===== config.mk =====
export PLATFORM = sky130hd
export DESIGN_NAME = hs_deserializer
export DESIGN_NICKNAME = d
export VERILOG_FILES = /design/src/rtl/hs_deserializer.sv
export SDC_FILE = /design/constraint.sdc
export NUM_CORES = 1
export LEC_CHECK = 0
export CORE_MARGIN = 2
export CORE_UTILIZATION = 40
export CTS_CLUSTER_SIZE = 25
export DETAILED_ROUTE_END_ITERATION = 10
export SYNTH_ARGS = -nofsm -noshare
export SYNTH_HDL_FRONTEND = slang
export SYNTH_SLANG_ARGS = --single-unit

===== constraint.sdc =====
create_clock -name DDR_clk -period 5 [get_ports DDR_clk]
set_input_delay 0.75 -clock DDR_clk [delete_from_list [all_inputs] [get_ports DDR_clk]]
set_output_delay 0.75 -clock DDR_clk [all_outputs]
set_load 0.01 [all_outputs]

===== src/rtl/hs_deserializer.sv =====
// hs_deserializer: HS lane receive deserializer.
// Takes the DDR two-bit-per-clock lane stream (Serial_B1 earlier, Serial_B2
// later), hunts for the sync byte at either bit alignment, then assembles
// LSB-first bytes and strobes them out with a one-cycle RX_VALID. Every
// output is registered; the output comb process computes their next values.
`timescale 1ns/1ps

module hs_deserializer #(
    parameter logic [7:0]  SYNC_BYTE    = 8'hB8,
    parameter int unsigned SYNC_TIMEOUT = 64
) (
    input  logic       DDR_clk,
    input  logic       Rx_rst_n,
    input  logic       des_en,
    input  logic       Serial_B1,
    input  logic       Serial_B2,
    output logic [7:0] RX_BYTE_DATA,
    output logic       RX_VALID,
    output logic       RX_SYNC_HS,
    output logic       RX_ACTIVE,
    output logic       RX_ERR_SYNC
);

    localparam logic [15:0] TMO_LIMIT = SYNC_TIMEOUT[15:0];

    typedef enum logic [1:0] {
        IDLE    = 2'd0,
        HUNT    = 2'd1,
        RECEIVE = 2'd2,
        ERROR   = 2'd3
    } state_t;

    state_t      state;
    state_t      state_nxt;
    logic [15:0] sr;
    logic [1:0]  phase;
    logic [15:0] tmo_cnt;
    logic        align;

    logic [7:0]  win_even;
    logic [7:0]  win_odd;
    logic        hit_even;
    logic        hit_odd;

    logic [7:0]  data_nxt;
    logic        valid_nxt;
    logic        sync_nxt;
    logic        active_nxt;
    logic        err_nxt;

    // The timeout counter sticks at all-ones instead of wrapping.
    function automatic logic [15:0] sat_inc(input logic [15:0] v);
        return (v == 16'hFFFF) ? v : v + 16'd1;
    endfunction

    // Newest pair lands at the top of sr, so the even window holds a byte
    // ending on Serial_B2 and the odd window a byte ending on Serial_B1.
    assign win_even = sr[15:8];
    assign win_odd  = sr[14:7];
    assign hit_even = (win_even == SYNC_BYTE);
    assign hit_odd  = (win_odd == SYNC_BYTE);

    // State register.
    always_ff @(posedge DDR_clk or negedge Rx_rst_n) begin
        if (!Rx_rst_n) begin
            state <= IDLE;
        end else begin
            state <= state_nxt;
        end
    end

    // Next-state logic; dropping des_en always returns to IDLE.
    always_comb begin
        state_nxt = state;
        if (!des_en) begin
            state_nxt = IDLE;
        end else begin
            case (state)
                IDLE:    state_nxt = HUNT;
                HUNT: begin
                    if (hit_even || hit_odd) begin
                        state_nxt = RECEIVE;
                    end else if (sat_inc(tmo_cnt) == TMO_LIMIT) begin
                        state_nxt = ERROR;
                    end
                end
                RECEIVE: state_nxt = RECEIVE;
                ERROR:   state_nxt = ERROR;
                default: state_nxt = IDLE;
            endcase
        end
    end

    // Shift register, timeout counter, byte phase and alignment bookkeeping.
    always_ff @(posedge DDR_clk or negedge Rx_rst_n) begin
        if (!Rx_rst_n) begin
            sr      <= '0;
            phase   <= '0;
            tmo_cnt <= '0;
            align   <= 1'b0;
        end else if (!des_en) begin
            sr      <= '0;
            phase   <= '0;
            tmo_cnt <= '0;
            align   <= 1'b0;
        end else begin
            sr <= {Serial_B2, Serial_B1, sr[15:2]};
            case (state)
                IDLE: begin
                    tmo_cnt <= '0;
                    phase   <= '0;
                end
                HUNT: begin
                    if (hit_even) begin
                        align <= 1'b0;
                        phase <= '0;
                    end else if (hit_odd) begin
                        align <= 1'b1;
                        phase <= '0;
                    end else begin
                        tmo_cnt <= sat_inc(tmo_cnt);
                    end
                end
                RECEIVE: phase <= phase + 2'd1;
                default: ;
            endcase
        end
    end

    // Next values of the registered outputs.
    always_comb begin
        data_nxt   = RX_BYTE_DATA;
        valid_nxt  = 1'b0;
        sync_nxt   = 1'b0;
        if (des_en && (state == RECEIVE) && (phase == 2'd3)) begin
            valid_nxt = 1'b1;
            data_nxt  = align ? win_odd : win_even;
        end
        if (des_en && (state == HUNT) && (hit_even || hit_odd)) begin
            sync_nxt = 1'b1;
        end
        active_nxt = (state_nxt == RECEIVE);
        err_nxt    = (state_nxt == ERROR);
    end

    // Output registers; RX_BYTE_DATA only changes on a byte strobe.
    always_ff @(posedge DDR_clk or negedge Rx_rst_n) begin
        if (!Rx_rst_n) begin
            RX_BYTE_DATA <= 8'h00;
            RX_VALID     <= 1'b0;
            RX_SYNC_HS   <= 1'b0;
            RX_ACTIVE    <= 1'b0;
            RX_ERR_SYNC  <= 1'b0;
        end else begin
            RX_BYTE_DATA <= data_nxt;
            RX_VALID     <= valid_nxt;
            RX_SYNC_HS   <= sync_nxt;
            RX_ACTIVE    <= active_nxt;
            RX_ERR_SYNC  <= err_nxt;
        end
    end

endmodule


==> results by group, run 1 <==
GRT
  – First-pass GRT wire length: 8.22 mm
  – Grt total ovfl: 0
  – Initial antenna violation count: 0
  – Largest net degree at the start of global routing: 43
  – Vias in the first global route: 1,635
  – All-Layer GR Usage: 16.7%

Power
  – Total power draw: 0.603 mW
  – Switching portion of total power: 25.2%
  – Worst vdd ir: 0.146 mV
  – Seq pwr share: 57.6%
  – Sw Pwr: 0.152 mW
  – Gate power share: 4.2%
  – Clk pwr share: 38.2%
  – Int Pwr: 0.451 mW
  – Static leakage: 1.00 nW
  – Pwr per Cell Area: 235 mW/mm2

Synth
  – Post-synth EDFFs: 0
  – Avg Cell Area, Syn: 9.57 um2
  – Async SR Flop Fraction: 100%
  – Syn_nets: 250
  – Top cells by area, synth: dfrtp_1 45%, o21ai_0 4.5%, mux2i_1 4.3%
  – Number of synthesized register bits: 42
  – Main synth FF type: dfrtp_1
  – Synth area leader: dfrtp_1
  – Distinct cells, synth: 56
  – Register area share after synthesis: 45.2%
  – Synth Cell Area: 0.00232 mm2
  – Yosys warns: 0
  – Yosys top cell area share: 45.2%
  – Synthesized netlist cell count: 243

Setup path
  – Top delay family on crit path: buffers and inverters
  – Critical Path Sink Type: flop
  – Critical-path top delay cell: clkdlybuf4s50_1
  – FF-to-FF End: tmo_cnt[0]
  – Crit path to: tmo_cnt[0]
  – Reg2reg start: tmo_cnt[4]
  – CP required: 5.25 ns
  – WP buf/inv: 2
  – Crit. path cell count: 6
  – Peak fanout along the critical path: 16
  – Critical Path Start: des_en
  – Startpoint Class: input pin
  – CP Data Arrival Time: 2.89 ns
  – Worst setup path class: in -> reg
  – Critical path, cell by cell: clkdlybuf4s50_1, inv_1, or3_4, nor2_2, a21o_1, mux2_2
  – Reg-to-reg slack, setup: 2.66 ns
  – Worst Reg-to-Reg Cells: 5
  – CP max stage delay: 0.77 ns

Placement
  – GPL Wtd Cong: 0.809
  – Placed Area: 0.00248 mm2
  – Pre-CTS setup slack: 2.05 ns
  – Placed wire-length estimate: 3.34 mm
  – Number of port buffers: 16
  – Dpl cells: 316

Clock network
  – Clock transition at the registers of the reported paths: 0.09 ns
  – Post-CTS sizing: 0
  – CTS tree: built
  – Skew-Pair Late Insertion Delay: 0.31 ns
  – H-tree Lvls: 2
  – Root Driver: clkbuf_8
  – Clock sinks: 42
  – Clk buf depth: 2
  – Post-CTS setup buffers: 0
  – Num CTS Buffers: 5
  – # hold bufs at CTS: 0

Timing
  – Final Cycle Share: 52.7%
  – Worst Hold Slack: 0.480 ns
  – Measured slew at the worst slew-check pin: 0.922 ns
  – Final Max Slew Viols: 0
  – F_max: 379 MHz
  – Final setup fails: 0
  – Total negative slack: 0 ns
  – Final hold vios: 0
  – Final setup margin: 2.36 ns
  – Clock skew: 0.00576 ns
  – Period minus WS final: 2.64 ns
  – Unrepaired setup endpoints after global routing: false
  – Slew headroom: 38.5%

Floorplanning
  – Die W: 80.2 um
  – Core ar.: 0.00557 mm2
  – Die height: 80.2 um
  – # IOs: 17
  – Site Rows: 27
  – Die area: 0.00644 mm2
  – Initial Util: 41.7%

Detailed routing
  – Routed wire length: 4.90 mm
  – DR pass1 iterations: 4
  – Vias per inst: 5.46
  – DR iter-0 viols: 44
  – # DRC: 0
  – Wire per inst: 15.1 um
  – Post-route ant nets: 0
  – Vias: 1,770

Cells and area
  – # diodes: 0
  – Fill cells: 553
  – Area delta synth->final: 10.2%
  – Final Cell Area: 0.00256 mm2
  – Share of cells above drive strength 1: 8.73%
  – Non-filler cells in the finished layout: 324
  – Post-layout util: 46.0%
  – Final net count: 258

Min path
  – Hold Path Class: reg -> reg

Job
  – Max-Cap Viols: 0

Outcome
  – Outcome: complete, no violations
## placed cells by master, fill, tap and decap left out, types with 4 or more instances in the layout
cell type	instances
o21ai_0	21
and2_1	10
o21ai_1	8
nand4_1	6
nor4_1	4
mux2i_1	10
nand3_1	10
nor3_1	7
clkbuf_8	5
nand4bb_1	4
dfrtp_1	42
inv_1	11
nor2b_1	4
clkdlybuf4s50_1	15
a21oi_1	17
nand2_1	16
nor2_1	13
## Yosys cell counts, types with 2 or more instances
cell,number
and2_1,10
nand2b_1,3
a21oi_1,17
nand4_1,6
clkbuf_1,2
nor2b_1,4
o21ai_1,8
ha_1,2
o2bb2ai_1,3
inv_1,11
or3_4,3
nor2_1,13
buf_6,2
o22ai_1,2
nor4_1,4
buf_2,3
nand2_1,16
a211oi_1,2
nor3_1,7
nand3_1,10
o21ai_0,21
clkbuf_2,3
buf_4,4
dfrtp_1,42
a31oi_1,2
mux2i_1,10
nand4bb_1,4
## metal layers
metal	up-vias	wire, um	share of wire [%]	global-route usage (%)
li1	888	-	-	-
met5	-	0	0	0
met3	5	178	3.6	3.37
met2	26	2240	46	24.1
met1	851	2410	49	24.4
met4	0	70	1.4	6.61
## cell type report
cell class	instances	area, um2	share of cell area [%]
clock buffer	6	72.6	2.83
clock inverter	2	13.8	0.537
inverter	11	41.3	1.61
multi-input combinational	175	1140	44.4
sequential	42	1050	41.0
tap	72	90.1	3.52
timing repair buffer	16	155	6.05
## worst min-delay path: cells and delay by family, from the launching register on
kind            cells  cell delay, ns
flops               1            0.35
compound gates      1            0.06
simple gates        1            0.04
## sequential cells by signal (all words and copies together), names as in the netlist
| name | count |
|---|---|
| RX_BYTE_DATA | 8 |
| state | 2 |
| RX_SYNC_HS | 1 |
| phase | 2 |
| RX_ACTIVE | 1 |
| align | 1 |
| sr | 9 |
| tmo_cnt | 16 |
| RX_ERR_SYNC | 1 |
| RX_VALID | 1 |
## power groups by stage
stage	logic, mW	registers (mW)	clock network, mW
after floorplan	0.0154	0.352	0
after global placement	0.0258	0.354	0
after detailed placement	0.0260	0.354	0
after CTS	0.0262	0.347	0.235
after global routing	0.0295	0.348	0.247
final	0.0254	0.347	0.230
## worst min-delay path by stage
stage                                from               to  slack [ns]  depth (start not counted)
after floorplan                  Rx_rst_n        RX_ACTIVE        0.45                          0
after global placement    RX_BYTE_DATA[4]  RX_BYTE_DATA[4]        0.47                          2
after detailed placement  RX_BYTE_DATA[0]  RX_BYTE_DATA[0]        0.47                          2
after CTS                 RX_BYTE_DATA[0]  RX_BYTE_DATA[0]        0.49                          2
after global routing      RX_BYTE_DATA[7]  RX_BYTE_DATA[7]        0.52                          2
final                     RX_BYTE_DATA[0]  RX_BYTE_DATA[0]        0.48                          2
## kinds of logic (layout without fill, tap and decap cells)
kind of cell | after synthesis | after routing | share of synthesized area, %
DFF | 42 | 42 | 45.2
and+or+nand+nor | 96 | 96 | 25.6
xor gates and xnor gates | 2 | 2 | 0.754
AOI/OAI and AO/OA | 64 | 64 | 16.7
buffers and inverters | 26 | 35 | 5.81
muxes | 11 | 11 | 4.79
adders and majority gates | 2 | 2 | 1.08
Power figures use the tool's default switching activity.
==> run 2: changes to the inputs <==
- clock period: 5 -> 2.35 ns (I/O delays scaled with it)
==> run 2 against run 1 <==
  * Utilization is 1.5 points higher
  * Sequential cell count stayed put
  * Worst hold slack hardly changed
  * Critical endpoint is now state[1]
  * Highest routed layer unchanged
==> results by group, run 2 (synthesis results as in run 1) <==
Power
  – Static leakage: 1.05 nW (+4.8%)
  – Worst vdd ir: 0.282 mV (+93%)
  – Pwr per Cell Area: 486 mW/mm2 (+110%)

Timing
  – Final Max Slew Viols: 0 (unchanged)
  – Clock skew: 0.00953 ns (+0.00377 ns)
  – Final Cycle Share: 88.1%
  – Final hold vios: 0 (unchanged)
  – Period minus WS final: 2.07 ns
  – Measured slew at the worst slew-check pin: 0.538 ns (-0.384 ns)
  – Slew headroom: 63.8% (+25 points)
  – Total negative slack: 0 ns (unchanged)
  – Unrepaired setup endpoints after global routing: false
  – Final setup fails: 0 (unchanged)
  – Worst Hold Slack: 0.480 ns (-0.000422 ns)
  – F_max: 483 MHz

GRT
  – Largest net degree at the start of global routing: 28 (-35%)
  – First-pass GRT wire length: 8.55 mm (+4.0%)
  – Vias in the first global route: 1,716 (+5.0%)
  – Grt total ovfl: 0 (unchanged)
  – Initial antenna violation count: 0 (unchanged)
  – All-Layer GR Usage: 17.4% (+0.69 points)

Setup path
  – Worst Reg-to-Reg Cells: 6 (+1)
  – Startpoint Class: flop
  – Peak fanout along the critical path: 8 (-8)
  – Critical Path Sink Type: flop
  – Worst setup path class: reg -> reg
  – CP required: 2.58 ns (-2.67 ns)
  – CP Data Arrival Time: 2.30 ns (-0.59 ns)

Floorplanning
  – # IOs: 17 (unchanged)
  – Core ar.: 0.00557 mm2 (unchanged)
  – Die W: 80.2 um (unchanged)
  – Site Rows: 27 (unchanged)
  – Initial Util: 41.7% (unchanged)
  – Die area: 0.00644 mm2 (unchanged)
  – Die height: 80.2 um (unchanged)

Cells and area
  – Most flops, register: tmo_cnt
  – Final net count: 268 (+3.9%)
  – Non-filler cells in the finished layout: 334 (+3.1%)
  – Area delta synth->final: 13.7%
  – # diodes: 0 (unchanged)
  – Most frequent cells in the layout: 42 x dfrtp_1, 21 x o21ai_0, 17 x a21oi_1
  – Share of cells above drive strength 1: 12.2% (+3.5 points)
  – Largest regs: tmo_cnt x16, sr x9, RX_BYTE_DATA x8
  – Commonest non-fill, non-tap cell in the layout: dfrtp_1
  – Fill cells: 548 (-0.90%)
  – Largest register FFs: 16 (unchanged)

Outcome
  – Outcome: complete, no violations

Detailed routing
  – Met3 Wirelength: 171 um (-3.9%)
  – WL met1: 2.60 mm (+7.9%)
  – Wire per inst: 15.1 um (-0.18%)
  – Post-route ant nets: 0 (unchanged)
  – DR WL met2: 2.21 mm (-1.1%)
  – Highest metal used: met4
  – Vias per inst: 5.49 (+0.40%)
  – DR iter-0 viols: 88 (+100%)
  – DR pass1 iterations: 4 (unchanged)
  – Vias: 1,832 (+3.5%)
  – # DRC: 0 (unchanged)
  – Routed wire length: 5.04 mm (+2.9%)

Clock network
  – Clock transition at the registers of the reported paths: 0.09 ns (about the same)
  – H-tree Lvls: 2 (unchanged)
  – CTS tree: built
  – Clock sinks: 42 (unchanged)
  – Num CTS Buffers: 5 (unchanged)
  – Post-CTS sizing: 0 (unchanged)
  – Clk buf depth: 2 (unchanged)
  – Skew-Pair Late Insertion Delay: 0.30 ns (about the same)
  – Root Driver: clkbuf_8

Placement
  – GPL Wtd Cong: 0.901 (+11%)
  – Dpl cells: 325 (+2.8%)
  – Number of port buffers: 16 (unchanged)
  – Placed wire-length estimate: 3.57 mm (+7.0%)

Min path
  – Hold Path Class: in -> async

Job
  – Max-Cap Viols: 0 (unchanged)
==> run 2: cell count changes in the layout (fill, tap and decap cells not counted), sizes merged <==
| cell | delta |
|---|---|
| dlygate4sd3 | +1 |
| clkbuf | -1 |
| buf | +9 |
| clkinvlp | +1 |
==> run 2: metrics by stage <==
step                      utilization, %  cell area, um2  worst slack [ns]  power [mW]
after floorplan                        -            2320             0.467       0.782
after global placement              45.6            2540             0.280       0.811
after detailed placement            45.6            2540             0.275       0.813
after CTS                           47.4            2640             0.281        1.31
after global routing                47.4            2640             0.141        1.35
final                               47.4            2640             0.279        1.28
==> run 2: final cells by class <==
cell class | count | area (um2) | share of cell area [%]
clock buffer | 5 | 68.8 | 2.60
clock inverter | 3 | 21.3 | 0.805
inverter | 11 | 41.3 | 1.56
multi-input combinational | 175 | 1140 | 43.1
sequential | 42 | 1050 | 39.8
tap | 72 | 90.1 | 3.41
timing repair buffer | 26 | 233 | 8.80
==> run 2: worst max-delay path, cell delays in order (launching register included) <==
cell and delay (ns):
dfrtp_1 0.44, ha_1 0.32, nand3_4 0.15, nor4_1 0.39, mux2i_1 0.41, nand4_1 0.16, o21ai_1 0.14
==> run 2: timing repair <==
action / in CTS / in global routing
endpoints found under the hold margin: 15 / 0
hold buffers: 1 / 0
setup buffers: 0 / 0
==> run 2: report_power, final <==
group	total [mW]	internal (mW)	switching, mW
registers	0.738	0.729	0.00934
clock network	0.486	0.209	0.277
logic	0.0596	0.0237	0.0359
==> run 2: worst paths after layout <==
check                           startpoint              end  slack [ns]
setup / recovery                tmo_cnt[1]         state[1]        0.28
hold / removal                    Rx_rst_n        RX_ACTIVE        0.48
setup reg to reg                tmo_cnt[1]         state[1]        0.28
hold reg to reg            RX_BYTE_DATA[3]  RX_BYTE_DATA[3]        0.48
max in group asynchronous         Rx_rst_n  RX_BYTE_DATA[1]        1.20
min in group DDR_clk       RX_BYTE_DATA[3]  RX_BYTE_DATA[3]        0.48
==> run 2: metal layers <==
layer	global-route usage (%)	up-vias
li1	-	916
met1	25.5	875
met2	25.8	36
met3	3.37	5
met4	5.59	0
met5	0	-
==> run 3: changes to the inputs <==
- CORE_UTILIZATION: 40 -> 52
- PLACE_DENSITY: default -> 0.75
==> run 3 against run 2 <==
  * Die area fell by 22%
  * Via count rose by 2.1%
  * Worst hold slack got worse by 0.47 ns
  * Clock skew fell by 0.0058 ns
  * Routed wire length fell by 1.7%
  * Final cell count fell by 5.7%
  * Non-clock buffer count rose by 1
  * Critical endpoint is now RX_ERR_SYNC
  * Highest routed layer unchanged
==> results by group, run 3 (synthesis results as in run 1) <==
Setup path
  – CP max stage delay: 0.44 ns (about the same)
  – Top delay family on crit path: simple AND/OR/NAND/NOR gates
  – CP Data Arrival Time: 2.39 ns (+0.09 ns)
  – Peak fanout along the critical path: 6 (-2)
  – CP required: 2.55 ns (-0.03 ns)
  – Worst setup path class: reg -> reg
  – Startpoint Class: flop
  – WP buf/inv: 0 (unchanged)
  – Reg-to-reg slack, setup: 0.16 ns (-0.12 ns)
  – Critical-path top delay cell: dfrtp_1
  – Critical Path Sink Type: flop
  – Critical path, cell by cell: ha_1, and3_4, or3_4, a2111oi_4, nand4_1, o21ai_1

Clock network
  – Clock transition at the registers of the reported paths: 0.08 ns (about the same)
  – Num CTS Buffers: 5 (unchanged)
  – Clock sinks: 42 (unchanged)
  – Root Driver: clkbuf_8
  – CTS tree: built
  – Clk buf depth: 2 (unchanged)
  – Skew-Pair Late Insertion Delay: 0.30 ns (about the same)
  – H-tree Lvls: 2 (unchanged)

Timing
  – Total negative slack: 0 ns (unchanged)
  – Worst Hold Slack: 0.00777 ns (-0.472 ns)
  – Slew headroom: 65.2% (+1.5 points)
  – Clock skew: 0.00371 ns (-0.00582 ns)
  – Unrepaired setup endpoints after global routing: false
  – Final Max Slew Viols: 0 (unchanged)
  – Final hold vios: 0 (unchanged)
  – Final setup fails: 0 (unchanged)
  – Final setup margin: 0.161 ns (-0.118 ns)
  – Final Cycle Share: 93.1% (+5.0 points)
  – F_max: 457 MHz (-5.4%)
  – Measured slew at the worst slew-check pin: 0.520 ns (-0.0184 ns)
  – Period minus WS final: 2.19 ns (+0.118 ns)

Detailed routing
  – # DRC: 0 (unchanged)
  – Post-route ant nets: 0 (unchanged)
  – Routed wire length: 4.95 mm (-1.7%)
  – DR pass1 iterations: 4 (unchanged)
  – Wire per inst: 15.7 um (+4.2%)
  – DR iter-0 viols: 172 (+95%)
  – Vias per inst: 5.94 (+8.2%)
  – Vias: 1,870 (+2.1%)

GRT
  – Vias in the first global route: 1,791 (+4.4%)
  – Grt total ovfl: 0 (unchanged)
  – First-pass GRT wire length: 8.76 mm (+2.4%)
  – All-Layer GR Usage: 22.0% (+4.6 points)
  – Initial antenna violation count: 0 (unchanged)
  – Largest net degree at the start of global routing: 22 (-21%)

Floorplanning
  – Core ar.: 0.00432 mm2 (-22%)
  – Initial Util: 53.8% (+12 points)
  – Die height: 70.9 um (-12%)
  – # IOs: 17 (unchanged)
  – Site Rows: 24 (-11%)
  – Die W: 70.9 um (-12%)
  – Die area: 0.00502 mm2 (-22%)

Power
  – Static leakage: 1.05 nW (+0.42%)
  – Pwr per Cell Area: 484 mW/mm2 (-0.26%)
  – Total power draw: 1.27 mW (-0.97%)
  – Worst vdd ir: 0.330 mV (+17%)

Cells and area
  – Share of cells above drive strength 1: 13.3% (+1.1 points)
  – Most frequent cells in the layout: 41 x dfrtp_1, 21 x o21ai_0, 17 x a21oi_1
  – Fill cells: 382 (-30%)
  – Largest regs: tmo_cnt x16, sr x9, RX_BYTE_DATA x8
  – Area delta synth->final: 12.9%
  – Commonest non-fill, non-tap cell in the layout: dfrtp_1
  – # diodes: 0 (unchanged)
  – Final net count: 269 (+0.37%)
  – Largest register FFs: 16 (unchanged)
  – Most flops, register: tmo_cnt

Min path
  – Hold Path Class: in -> async

Job
  – Max-Cap Viols: 0 (unchanged)

Placement
  – Number of port buffers: 16 (unchanged)
  – GPL Wtd Cong: 0.858 (-4.7%)
  – Pre-CTS setup slack: 0.186 ns (-0.0899 ns)
  – Placed wire-length estimate: 3.51 mm (-1.6%)

Outcome
  – Outcome: complete, no violations
==> run 3: changes by cell type in the layout (fill, tap and decap cells not counted), sizes merged <==
cell	previous run	this run
buf	10	12
dlygate4sd3	1	0
==> run 3: worst register-to-register path, delay by kind of cell, from the launching register on <==
family | cells | cell delay, ns
and+or+nand+nor | 3 | 0.71
AOI/OAI and AO/OA | 2 | 0.63
DFF | 1 | 0.44
adders and majority gates | 1 | 0.32
==> run 3: layer usage <==
layer  vias up  wire length (um)  share of wire (%)  global-route usage (%)
met2        62              2260                 46                    33.0
met1       896              2380                 48                    32.7
met4         0                31               0.63                    5.03
met5         -                 0                  0                       0
met3         4               275                5.6                    5.13
li1        908                 -                  -                       -
==> run 3: cell type report <==
type                       count  area [um2]  share of cell area [%]
sequential                    42        1050                    40.1
tap                           52        65.1                    2.48
inverter                      11        41.3                    1.57
clock buffer                   5        68.8                    2.62
clock inverter                 3        21.3                   0.810
timing repair buffer          27         238                    9.06
multi-input combinational    175        1140                    43.4
==> run 3: per-stage QoR <==
stage / cell area, um2 / util, % / std cells
floorplan: 2320 / - / 243
detailed placement: 2530 / 58.6 / 307
CTS: 2620 / 60.7 / 315
finish: 2630 / 60.7 / 315
global route: 2630 / 60.7 / 315
global placement: 2530 / 58.6 / 307
==> run 3: report_power, final <==
part           internal, mW  switching [mW]  total [mW]
Combinational        0.0237          0.0367      0.0603
Clock                 0.209           0.264       0.473
Sequential            0.729         0.00930       0.738
==> run 3: path summary, 6_finish.rpt <==
check | from | to | cells after the start
setup / recovery | tmo_cnt[0] | RX_ERR_SYNC | 6
hold / removal | Rx_rst_n | RX_VALID | 1
setup reg to reg | tmo_cnt[0] | RX_ERR_SYNC | 6
hold reg to reg | RX_BYTE_DATA[3] | RX_BYTE_DATA[3] | 2
max in group asynchronous | Rx_rst_n | sr[7] | 2
min in group DDR_clk | RX_BYTE_DATA[3] | RX_BYTE_DATA[3] | 2
==> run 3: repair_timing <==
item                                   in CTS  in global routing
setup buffers                               0                  0
hold buffers                                0                  0
endpoints found under the hold margin       0                  0
setup endpoints to repair                   0                  1
gates resized for setup                     0                  1
